===== src/rtl/spam_lcd_queued_if.sv =====
// SPAM request/acknowledge bundle between a SPAM master and the queued LCD slave.
// Widths must match the SPAM_*_HI parameters of the slave it is bound to.
interface spam_lcd_queued_if #(
    parameter int unsigned SPAM_DID_HI  = 3,
    parameter int unsigned SPAM_ADDR_HI = 15,
    parameter int unsigned SPAM_DATA_HI = 31
);
    logic                  spamo_valid;
    logic                  spamo_r_nw;
    logic [SPAM_DID_HI:0]  spamo_did;
    logic [SPAM_ADDR_HI:0] spamo_addr;
    logic [SPAM_DATA_HI:0] spamo_data;
    logic                  lcd__spami_busy_b;
    logic [SPAM_DATA_HI:0] lcd__spami_data;

    modport master (
        output spamo_valid,
        output spamo_r_nw,
        output spamo_did,
        output spamo_addr,
        output spamo_data,
        input  lcd__spami_busy_b,
        input  lcd__spami_data
    );

    modport slave (
        input  spamo_valid,
        input  spamo_r_nw,
        input  spamo_did,
        input  spamo_addr,
        input  spamo_data,
        output lcd__spami_busy_b,
        output lcd__spami_data
    );
endinterface


===== src/rtl/spam_lcd_queued.sv =====
// SPAM slave driving an HD44780-class LCD: posted writes go through a FIFO drained by a
// setup/enable/hold timing engine; LCD reads wait for the queue to drain and run a sampled cycle.
module spam_lcd_queued #(
    parameter int unsigned          SPAM_DID_HI  = 3,
    parameter int unsigned          SPAM_ADDR_HI = 15,
    parameter int unsigned          SPAM_DATA_HI = 31,
    parameter int unsigned          SPAM_DID_LCD = 9,
    parameter logic [SPAM_DID_HI:0] DID          = (SPAM_DID_HI + 1)'(SPAM_DID_LCD),
    parameter int unsigned          DB_WIDTH     = 4,
    parameter int unsigned          FIFO_DEPTH   = 4,
    parameter int unsigned          T_SETUP      = 60,
    parameter int unsigned          T_ENABLE     = 90,
    parameter int unsigned          T_HOLD       = 40,
    parameter int unsigned          SAMPLE_AT    = 5
) (
    input  logic                clk,
    input  logic                rst_b,
    spam_lcd_queued_if.slave    bus,
    output logic [DB_WIDTH-1:0] lcd_db_o,
    output logic                lcd_db_oe,
    input  logic [DB_WIDTH-1:0] lcd_db_i,
    output logic                lcd_e,
    output logic                lcd_rnw,
    output logic                lcd_rs
);

    localparam int unsigned PW = (FIFO_DEPTH > 2) ? $clog2(FIFO_DEPTH) : 1;
    localparam int unsigned LW = PW + 1;
    localparam int unsigned EW = DB_WIDTH + 1;

    typedef enum logic [1:0] {StIdle, StSetup, StEnable, StHold} state_e;

    state_e              state;
    logic [15:0]         cnt;
    logic                cyc_read;
    logic [DB_WIDTH-1:0] rd_sample;

    logic [EW-1:0]       mem [FIFO_DEPTH];
    logic [PW-1:0]       wr_ptr;
    logic [PW-1:0]       rd_ptr;
    logic [LW-1:0]       level;

    logic                wr_pend;
    logic                pend_rs;
    logic [DB_WIDTH-1:0] pend_db;
    logic                rd_pend;
    logic                rd_rs;

    logic                  ack;
    logic [SPAM_DATA_HI:0] ack_data;

    logic [SPAM_ADDR_HI:0] addr;
    logic [1:0]            sel;
    logic                  hit;
    logic                  req_lcd_wr;
    logic                  req_lcd_rd;
    logic                  req_local;
    logic                  fifo_empty;
    logic                  fifo_full;
    logic                  wr_rs;
    logic [DB_WIDTH-1:0]   wr_db;
    logic                  push;
    logic                  pop;
    logic                  flush;
    logic                  grant;
    logic                  rd_done;
    logic [EW-1:0]         head;
    logic [SPAM_DATA_HI:0] status_word;
    logic [SPAM_DATA_HI:0] read_word;
    logic                  unused_bits;

    assign addr       = bus.spamo_addr;
    assign sel        = addr[3:2];
    assign hit        = bus.spamo_valid && (bus.spamo_did == DID);
    assign req_lcd_wr = hit && !bus.spamo_r_nw && !sel[1];
    assign req_lcd_rd = hit && bus.spamo_r_nw && !sel[1];
    assign req_local  = hit && sel[1];

    assign fifo_empty = (level == '0);
    assign fifo_full  = (level == LW'(FIFO_DEPTH));

    // A write stalled on a full FIFO is replayed from the pending latch.
    assign wr_rs = wr_pend ? pend_rs : sel[0];
    assign wr_db = wr_pend ? pend_db : bus.spamo_data[DB_WIDTH-1:0];
    assign push  = (wr_pend || req_lcd_wr) && !fifo_full;
    assign flush = req_local && !bus.spamo_r_nw && sel[0] && bus.spamo_data[0];
    assign pop   = (state == StIdle) && !fifo_empty && !flush;
    assign grant = (state == StIdle) && fifo_empty && rd_pend;

    assign rd_done = (state == StHold) && (cnt == '0) && cyc_read;
    assign head    = mem[rd_ptr];

    always_comb begin
        status_word           = '0;
        status_word[18]       = (state != StIdle);
        status_word[17]       = fifo_full;
        status_word[16]       = fifo_empty;
        status_word[LW-1:0]   = level;
        read_word             = '0;
        read_word[DB_WIDTH-1:0] = rd_sample;
    end

    assign unused_bits = ^{addr, bus.spamo_data};

    assign bus.lcd__spami_busy_b = ack;
    assign bus.lcd__spami_data   = ack_data;

    // Bus side: acks, pending requests and FIFO bookkeeping.
    always_ff @(posedge clk or negedge rst_b) begin
        if (!rst_b) begin
            ack      <= 1'b0;
            ack_data <= '0;
            wr_pend  <= 1'b0;
            pend_rs  <= 1'b0;
            pend_db  <= '0;
            rd_pend  <= 1'b0;
            rd_rs    <= 1'b0;
            wr_ptr   <= '0;
            rd_ptr   <= '0;
            level    <= '0;
        end else begin
            ack      <= 1'b0;
            ack_data <= '0;

            if (push) begin
                wr_pend <= 1'b0;
                ack     <= 1'b1;
            end else if (req_lcd_wr) begin
                wr_pend <= 1'b1;
                pend_rs <= sel[0];
                pend_db <= bus.spamo_data[DB_WIDTH-1:0];
            end

            if (req_lcd_rd) begin
                rd_pend <= 1'b1;
                rd_rs   <= sel[0];
            end else if (grant) begin
                rd_pend <= 1'b0;
            end

            if (req_local) begin
                ack <= 1'b1;
                if (bus.spamo_r_nw && !sel[0]) begin
                    ack_data <= status_word;
                end
            end

            if (rd_done) begin
                ack      <= 1'b1;
                ack_data <= read_word;
            end

            if (flush) begin
                wr_ptr <= '0;
                rd_ptr <= '0;
                level  <= '0;
            end else begin
                if (push) wr_ptr <= wr_ptr + 1'b1;
                if (pop)  rd_ptr <= rd_ptr + 1'b1;
                case ({push, pop})
                    2'b10:   level <= level + 1'b1;
                    2'b01:   level <= level - 1'b1;
                    default: ;
                endcase
            end
        end
    end

    always_ff @(posedge clk) begin
        if (push) begin
            mem[wr_ptr] <= {wr_rs, wr_db};
        end
    end

    // Timing engine; pins are latched on SETUP entry and held until the next one.
    always_ff @(posedge clk or negedge rst_b) begin
        if (!rst_b) begin
            state     <= StIdle;
            cnt       <= '0;
            cyc_read  <= 1'b0;
            rd_sample <= '0;
            lcd_e     <= 1'b0;
            lcd_rs    <= 1'b0;
            lcd_rnw   <= 1'b0;
            lcd_db_o  <= '0;
            lcd_db_oe <= 1'b0;
        end else begin
            case (state)
                StIdle: begin
                    if (pop) begin
                        state     <= StSetup;
                        cnt       <= 16'(T_SETUP);
                        cyc_read  <= 1'b0;
                        lcd_rs    <= head[DB_WIDTH];
                        lcd_db_o  <= head[DB_WIDTH-1:0];
                        lcd_rnw   <= 1'b0;
                        lcd_db_oe <= 1'b1;
                    end else if (grant) begin
                        state     <= StSetup;
                        cnt       <= 16'(T_SETUP);
                        cyc_read  <= 1'b1;
                        lcd_rs    <= rd_rs;
                        lcd_db_o  <= '0;
                        lcd_rnw   <= 1'b1;
                        lcd_db_oe <= 1'b0;
                    end
                end
                StSetup: begin
                    if (cnt == '0) begin
                        state <= StEnable;
                        cnt   <= 16'(T_ENABLE);
                        lcd_e <= 1'b1;
                    end else begin
                        cnt <= cnt - 1'b1;
                    end
                end
                StEnable: begin
                    if (cyc_read && (cnt == 16'(SAMPLE_AT))) begin
                        rd_sample <= lcd_db_i;
                    end
                    if (cnt == '0) begin
                        state <= StHold;
                        cnt   <= 16'(T_HOLD);
                        lcd_e <= 1'b0;
                    end else begin
                        cnt <= cnt - 1'b1;
                    end
                end
                StHold: begin
                    if (cnt == '0) begin
                        state <= StIdle;
                    end else begin
                        cnt <= cnt - 1'b1;
                    end
                end
                default: state <= StIdle;
            endcase
        end
    end

endmodule


===== src/flat_wrapper.sv =====
// flat-port wrapper written by rule: the top's interface ports become plain ports
module spam_lcd_queued_flat 
#(
    parameter int unsigned          SPAM_DID_HI  = 3,
    parameter int unsigned          SPAM_ADDR_HI = 15,
    parameter int unsigned          SPAM_DATA_HI = 31,
    parameter int unsigned          SPAM_DID_LCD = 9,
    parameter logic [SPAM_DID_HI:0] DID          = (SPAM_DID_HI + 1)'(SPAM_DID_LCD),
    parameter int unsigned          DB_WIDTH     = 4,
    parameter int unsigned          FIFO_DEPTH   = 4,
    parameter int unsigned          T_SETUP      = 60,
    parameter int unsigned          T_ENABLE     = 90,
    parameter int unsigned          T_HOLD       = 40,
    parameter int unsigned          SAMPLE_AT    = 5
)
  (clk, rst_b, lcd_db_o, lcd_db_oe, lcd_db_i, lcd_e, lcd_rnw, lcd_rs, bus_spamo_valid, bus_spamo_r_nw, bus_spamo_did, bus_spamo_addr, bus_spamo_data, bus_lcd__spami_busy_b, bus_lcd__spami_data);
  spam_lcd_queued_if #(.SPAM_DID_HI(SPAM_DID_HI), .SPAM_ADDR_HI(SPAM_ADDR_HI), .SPAM_DATA_HI(SPAM_DATA_HI)) bus_i ();
  input  logic clk;
  input  logic rst_b;
  output logic [DB_WIDTH-1:0] lcd_db_o;
  output logic lcd_db_oe;
  input  logic [DB_WIDTH-1:0] lcd_db_i;
  output logic lcd_e;
  output logic lcd_rnw;
  output logic lcd_rs;
  input wire logic [$bits(bus_i.spamo_valid)-1:0] bus_spamo_valid;
  input wire logic [$bits(bus_i.spamo_r_nw)-1:0] bus_spamo_r_nw;
  input wire logic [$bits(bus_i.spamo_did)-1:0] bus_spamo_did;
  input wire logic [$bits(bus_i.spamo_addr)-1:0] bus_spamo_addr;
  input wire logic [$bits(bus_i.spamo_data)-1:0] bus_spamo_data;
  output wire logic [$bits(bus_i.lcd__spami_busy_b)-1:0] bus_lcd__spami_busy_b;
  output wire logic [$bits(bus_i.lcd__spami_data)-1:0] bus_lcd__spami_data;
  assign bus_i.spamo_valid = bus_spamo_valid;
  assign bus_i.spamo_r_nw = bus_spamo_r_nw;
  assign bus_i.spamo_did = bus_spamo_did;
  assign bus_i.spamo_addr = bus_spamo_addr;
  assign bus_i.spamo_data = bus_spamo_data;
  assign bus_lcd__spami_busy_b = bus_i.lcd__spami_busy_b;
  assign bus_lcd__spami_data = bus_i.lcd__spami_data;
  spam_lcd_queued #(.SPAM_DID_HI(SPAM_DID_HI), .SPAM_ADDR_HI(SPAM_ADDR_HI), .SPAM_DATA_HI(SPAM_DATA_HI), .SPAM_DID_LCD(SPAM_DID_LCD), .DID(DID), .DB_WIDTH(DB_WIDTH), .FIFO_DEPTH(FIFO_DEPTH), .T_SETUP(T_SETUP), .T_ENABLE(T_ENABLE), .T_HOLD(T_HOLD), .SAMPLE_AT(SAMPLE_AT)) u_core (.clk(clk), .rst_b(rst_b), .bus(bus_i), .lcd_db_o(lcd_db_o), .lcd_db_oe(lcd_db_oe), .lcd_db_i(lcd_db_i), .lcd_e(lcd_e), .lcd_rnw(lcd_rnw), .lcd_rs(lcd_rs));
endmodule

===== config.mk =====
export PLATFORM = sky130hd
export DESIGN_NAME = spam_lcd_queued_flat
export DESIGN_NICKNAME = d
export VERILOG_FILES = /design/src/rtl/spam_lcd_queued_if.sv /design/src/rtl/spam_lcd_queued.sv /design/src/flat_wrapper.sv
export SDC_FILE = /design/constraint.sdc
export NUM_CORES = 1
export LEC_CHECK = 0
export ABC_AREA = 1
export CAP_MARGIN = 40
export CORE_MARGIN = 3
export CORE_UTILIZATION = 45
export CTS_CLUSTER_DIAMETER = 60
export DETAILED_ROUTE_END_ITERATION = 16
export PLACE_DENSITY_LB_ADDON = 0.2
export REMOVE_ABC_BUFFERS = 1
export SKIP_LAST_GASP = 1
export SYNTH_ARGS = -nofsm -noshare
export SYNTH_HDL_FRONTEND = slang
export SYNTH_SLANG_ARGS = --single-unit

===== constraint.sdc =====
create_clock -name clk -period 2.7 [get_ports clk]
set_input_delay 0.54 -clock clk [delete_from_list [all_inputs] [get_ports clk]]
set_output_delay 0.54 -clock clk [all_outputs]
set_load 0.01 [all_outputs]

# ---- Word-level counts from Yosys, hierarchy flattened
# Memories as Yosys holds them, arrays and structs flattened.
# Index checks and enable logic that the tools add are counted.
dict set report totals {
  regBits 78
  ramBits 20
  word_cells 121
  mem_count 1
}
dict set report classes {
  n_addsub 5
  n_eq_ne 13
  mux 41
  bitwise 1
  n_reduce_logical 42
}
# memory depth width read_ports rd_clocked_by_memory_dff wr line
set mem_list {}
lappend mem_list {u_core.mem 4 5 1 0 1 spam_lcd_queued.sv:38} ;# logic [EW-1:0] mem [FIFO_DEPTH];
# cell count
set ops {}
lappend ops {{two-way mux 16 bit} 5}
lappend ops {{two-way mux 32 bit} 2}
lappend ops {{case mux 16 bit (4 select lines)} 1}
lappend ops {{two-way mux 19 bit} 1}
lappend ops {{logical AND 1 bit} 18}
lappend ops {{two-way mux 2 bit} 9}
lappend ops {{equality test 16 x 3 -> 1 bit, second input constant} 1}
lappend ops {{logical NOT 16 bit} 1}
lappend ops {{two-way mux 1 bit} 16}
lappend ops {{subtractor 16 x 1 -> 16 bit, second input constant} 1}
lappend ops {{nonzero test 2 bit} 7}
lappend ops {{two-way mux 4 bit} 3}
lappend ops {{case mux 2 bit (4 select lines)} 1}
lappend ops {{AND reduction 2 bit} 4}
lappend ops {{equality test 2 bit, second input constant} 3}
lappend ops {{logical NOT 1 bit} 6}
lappend ops {{case mux 3 bit (2 select lines)} 1}
lappend ops {{adder 2 x 1 -> 2 bit, second input constant} 2}
lappend ops {{equality test 2 x 1 -> 1 bit, second input constant} 2}
lappend ops {{equality test 4 bit, second input constant} 1}
lappend ops {{!= test 2 x 1 -> 1 bit, second input constant} 2}
lappend ops {{!= test 2 bit, second input constant} 2}
lappend ops {{AND reduction 4 bit} 1}
lappend ops {{adder 3 x 1 -> 3 bit, second input constant} 1}
lappend ops {{other kinds (11)} 11}

# ---- Longest topological paths before layout
dict set report depth {
  depth_word 11
  depth_mapped 13
  depth_no_buf 12
}

# ---- Least setup slack after synthesis
# OpenSTA, ideal clock, no wires.
dict set report synth_timing {
  path_kind {input -> register}
  from {input port bus_spamo_did[2]}
  to {register u_core.level[2]}
  setup_time_ns 0.118
  arrival_time_ns 2.300
  required_ns 2.582
  slack_ns 0.282
  path_stages 12
  cell_sequence {inv_1 nand3_1 nor2_2 nand3_1 nand2_1 buf_4 inv_1 ha_1 fa_1 o21ai_0 xor2_1 nor2_1}
}
dict set report synth_via {
  elab_chain_cells 11
  elab_cells_between_ends 17
  classes_between {eq/ne (3); mux (2); reduce/logical (12)}
}
# item line
set synth_lines {}
lappend synth_lines {{from (decl)} flat_wrapper.sv:28} ;# input wire logic [$bits(bus_i.spamo_did)-1:0] bus_spamo_did;
lappend synth_lines {{equality test 4 bit (*)} spam_lcd_queued.sv:74} ;# assign hit = bus.spamo_valid && (bus.spamo_did == DID);
lappend synth_lines {{logical AND 1 bit (*)} spam_lcd_queued.sv:74}
lappend synth_lines {{logical AND 1 bit (*)} spam_lcd_queued.sv:77} ;# assign req_local = hit && sel[1];
lappend synth_lines {{logical AND 1 bit (*) (3 in a row)} spam_lcd_queued.sv:86} ;# assign flush = req_local && !bus.spamo_r_nw && sel[0] && bus.spamo_data[0];
lappend synth_lines {{logical NOT 1 bit (*)} spam_lcd_queued.sv:87} ;# assign pop = (state == StIdle) && !fifo_empty && !flush;
lappend synth_lines {{logical AND 1 bit (*)} spam_lcd_queued.sv:87}
lappend synth_lines {{net u_core.pop} spam_lcd_queued.sv:63} ;# logic pop;
lappend synth_lines {{equality test 2 x 1 -> 1 bit or equality test 2 bit (tied branches)} spam_lcd_queued.sv:160} ;# case ({push, pop})
lappend synth_lines {{case mux 3 bit (2 select lines)} spam_lcd_queued.sv:160}
lappend synth_lines {{two-way mux 3 bit} spam_lcd_queued.sv:153} ;# if (flush) begin
lappend synth_lines {{to (signal assigned)} spam_lcd_queued.sv:161} ;# 2'b10: level <= level + 1'b1;
lappend synth_lines {{to (signal assigned)} spam_lcd_queued.sv:162} ;# 2'b01: level <= level - 1'b1;
lappend synth_lines {{to (decl)} spam_lcd_queued.sv:41} ;# logic [LW-1:0] level;
# Mark *: on every way through the listed nets, which the timed path passes. The rest lies on a longest branch.
# A chain may end at the register's enable or synchronous reset.

# ---- Worst setup path in the final report
dict set report layout_timing {
  from {register u_core.state[1]}
  to {register u_core.level[2]}
}
dict set report layout_via {
  elab_chain_cells 6
  elab_cells_between_ends 8
  classes_between {eq/ne (2); mux (2); reduce/logical (4)}
}
# item line
set layout_lines {}
lappend layout_lines {{from (decl)} spam_lcd_queued.sv:33} ;# state_e state;
lappend layout_lines {{from (signal assigned)} spam_lcd_queued.sv:178} ;# state <= StIdle;
lappend layout_lines {{from (signal assigned)} spam_lcd_queued.sv:191} ;# state <= StSetup;
lappend layout_lines {{from (signal assigned)} spam_lcd_queued.sv:199} ;# state <= StSetup;
lappend layout_lines {{logical NOT 2 bit (*)} spam_lcd_queued.sv:87}
lappend layout_lines {{logical AND 1 bit (*) (2 in a row)} spam_lcd_queued.sv:87}
lappend layout_lines {{net u_core.pop} spam_lcd_queued.sv:63}
lappend layout_lines {{equality test 2 x 1 -> 1 bit or equality test 2 bit (tied branches)} spam_lcd_queued.sv:160}
lappend layout_lines {{case mux 3 bit (2 select lines)} spam_lcd_queued.sv:160}
lappend layout_lines {{two-way mux 3 bit} spam_lcd_queued.sv:153}
# Marked as above.

==> results.yml <==
logic_synthesis:
  yosys_warnings: 0
  synth_area_mm2: 0.00385
  synth_cell_types: 31
  ys_seq_area_share_pct: 50.0
  syn_inst: 443
  ys_ff_latch: 73
  syn_avg_cell_area_um2: 8.69
clock_network:
  insertion_delay_ns: 0.34
  cts_tree: "yes"
  cts_hold_buf: 0
  postCtsSetupBuffers: 0
  cts_buffer_depth: 2
  path_clk_slew_ns: 0.08
  h-tree-depth: 3
  cts_resized: 0
  root_buffer: "clkbuf_8"
  cts_buffers: 9
  cts.sinks: 73
pwr:
  p_leak_nw: 2.11
  total_power_mw: 4.39
  ir_drop_v: 0.000525
  power.density_mw_per_mm2: 989
placement:
  place_hpwl_mm: 5.69
  globalplace.congestion: 0.839
  dp_worst_setup_slack_ns: -0.0334
  portBuffers: 33
  place_area_mm2: 0.00427
timing:
  finalSetupViolCount: 0
  fmax_ghz: 0.420
  fin_worst_skew_ns: 0.00751
  rsz0062_at_grt: "false"
  fin_crit_sh_pct: 88.2
  fin_ws_ns: 0.317
  tightest_slew_ns: 0.645
  relSlewSlack_pct: 57.0
  hold_slack_ns: 0.217
  period_minus_slack_ns: 2.38
  hold_violations: 0
  slew_viol_final: 0
route:
  wire_per_inst_um: 12.6
  drt_iter0_drc: 147
  antenna_left: 0
  viasPerCell: 4.78
  drt_first_pass_iters: 4
  drc_errors: 0
  via_count: 2877
  finalWirelength_mm: 7.56
grt:
  grt_pass1_wl_mm: 13.3
  grt-ovfl-total: 0
  grt_pass1_vias: 2865
  grt_util_all_layers_pct: 17.0
  antenna_found_initial: 0
  grt_max_degree: 28
critical_path:
  cp_max_fo: 6
  crit_required_ns: 2.92
  r2r-start: "u_core.state[1]"
  ff2ff_setup_slack_ns: 0.32
  cp-start-kind: "flop"
  worstSetupPathType: "flop to flop"
  end_kind: "flop"
  reg2reg_to: "u_core.level[2]"
  reg2regPathDepth: 11
  critPathArrivalTime_ns: 2.61
cells_and_area:
  antennaDiodeCount: 0
  design_area_mm2: 0.00444
  nFillCells: 794
  drive_above_1_share_pct: 9.66
  final_cell_mix: "nand2_1 (103), dfrtp_1 (53), inv_1 (52), nor2_1 (39), nand3_1 (33)"
  final_common_cell: "nand2_1"
  area_growth_pct: 15.2
  fin_nets: 565
die:
  die-area_mm2: 0.00970
  die_w_um: 98.5
  floorplan.initialDensity_pct: 46.6
  core_mm2: 0.00826
  num_io_pins: 101
  die_h_um: 98.5
  rows: 33
status:
  run_status: "complete, no violations"
flow_run:
  cap_violations: 0
worst_hold_path:
  worstHoldPathType: "primary input to async pin"
## where the power goes
part,leakage [nW],switching [mW],internal (mW)
clock,0.0786,0.399,0.331
sequential,0.850,0.242,1.37
combinational,1.18,1.29,0.752
total,2.11,1.93,2.46
## Yosys cell counts
library cell	n	area share, %
nand2_1	103	10
o21ai_0	31	4.0
buf_6	1	0.29
nand4_1	1	0.16
nand2_4	3	0.88
nor3b_1	1	0.20
ha_1	12	3.9
buf_4	26	5.1
nor2_4	2	0.58
nor2_2	3	0.49
nand3_1	33	4.3
a21oi_1	8	1.0
inv_2	5	0.49
conb_1	1	0.097
inv_1	52	5.1
edfxtp_1	20	16
o211ai_1	1	0.20
nor4_4	1	0.55
xor2_1	12	2.7
dfrtp_1	53	34
fa_1	1	0.52
clkinv_1	1	0.097
nor3_1	4	0.52
o22ai_1	5	0.81
a21oi_2	1	0.23
nor2_8	1	0.52
nor2_1	39	3.8
nand2_2	8	1.3
nand3_4	1	0.45
o21ai_1	11	1.4
clkbuf_1	2	0.20
## worst max path at each step
| stage | startpoint | endpoint | slack, ns | depth (start not counted) |
|---|---|---|---|---|
| 2_1_floorplan | bus_spamo_did[2] | u_core.level[2] | 0.24 | 11 |
| 3_3_place_gp | bus_spamo_valid | u_core.level[2] | 0.04 | 11 |
| 3_5_place_dp | bus_spamo_did[3] | u_core.level[2] | -0.03 | 11 |
| 4_1_cts | u_core.state[1] | u_core.level[1] | 0.29 | 12 |
| 5_1_grt | u_core.state[1] | u_core.level[2] | 0.07 | 11 |
| 6_report | u_core.state[1] | u_core.level[2] | 0.32 | 11 |
## critical path, cell delays in order (launching register included)
cell and delay [ns]:
dfrtp_1 0.41, inv_1 0.08, ha_1 0.25, inv_1 0.17
nor2_1 0.11, nand2_1 0.10, inv_1 0.07, ha_1 0.23
fa_1 0.40, o21ai_0 0.22, xor2_1 0.18, nor2_1 0.05
## flip-flops by register name, indices dropped and copies added (netlist names), 2 cells and up
| name | cells |
|---|---|
| u_core.rd_ptr | 2 |
| u_core.bus.lcd__spami_data | 7 |
| u_core.cnt | 16 |
| u_core.pend_db | 4 |
| u_core.rd_sample | 4 |
| u_core.level | 3 |
| u_core.wr_ptr | 2 |
| u_core.state | 2 |
| u_core.mem | 20 |
| u_core.lcd_db_o | 4 |
## kinds of logic after synthesis
| family | after synthesis | share of synthesized area [%] |
|---|---|---|
| AO/OA/AOI/OAI | 57 | 7.73 |
| XOR/XNOR | 12 | 2.73 |
| adder cells (fa/ha/maj) | 13 | 4.42 |
| buffers and inverters | 87 | 11.2 |
| flip-flops | 73 | 50.0 |
| other | 1 | 0.0974 |
| AND/OR/NAND/NOR | 200 | 23.8 |
## through the flow
step           setup TNS (ns)  std cells  utilization, %
2_1_floorplan               0        438               -
3_3_place_gp                0        586            51.7
3_5_place_dp          -0.0334        586            51.7
5_1_grt                     0        602            53.7
4_1_cts                     0        602            53.7
6_report                    0        602            53.7
## cell type report
class / instances / area (µm²) / area share [%]
Clock buffer: 11 / 131 / 2.96
Clock inverter: 5 / 32.5 / 0.733
Inverter: 58 / 218 / 4.91
Multi-Input combinational cell: 307 / 1580 / 35.7
Sequential cell: 73 / 1930 / 43.4
Tap cell: 105 / 131 / 2.96
Timing Repair Buffer: 43 / 413 / 9.31
## layer usage
metal	part of all wire (%)	vias up	GRT usage [%]
met4	1.3	0	7.14
met3	4.6	7	2.76
met2	46	68	26.6
met5	0	-	0
met1	48	1332	23.6
li1	-	1470	-
Power figures use the tool's default switching activity.
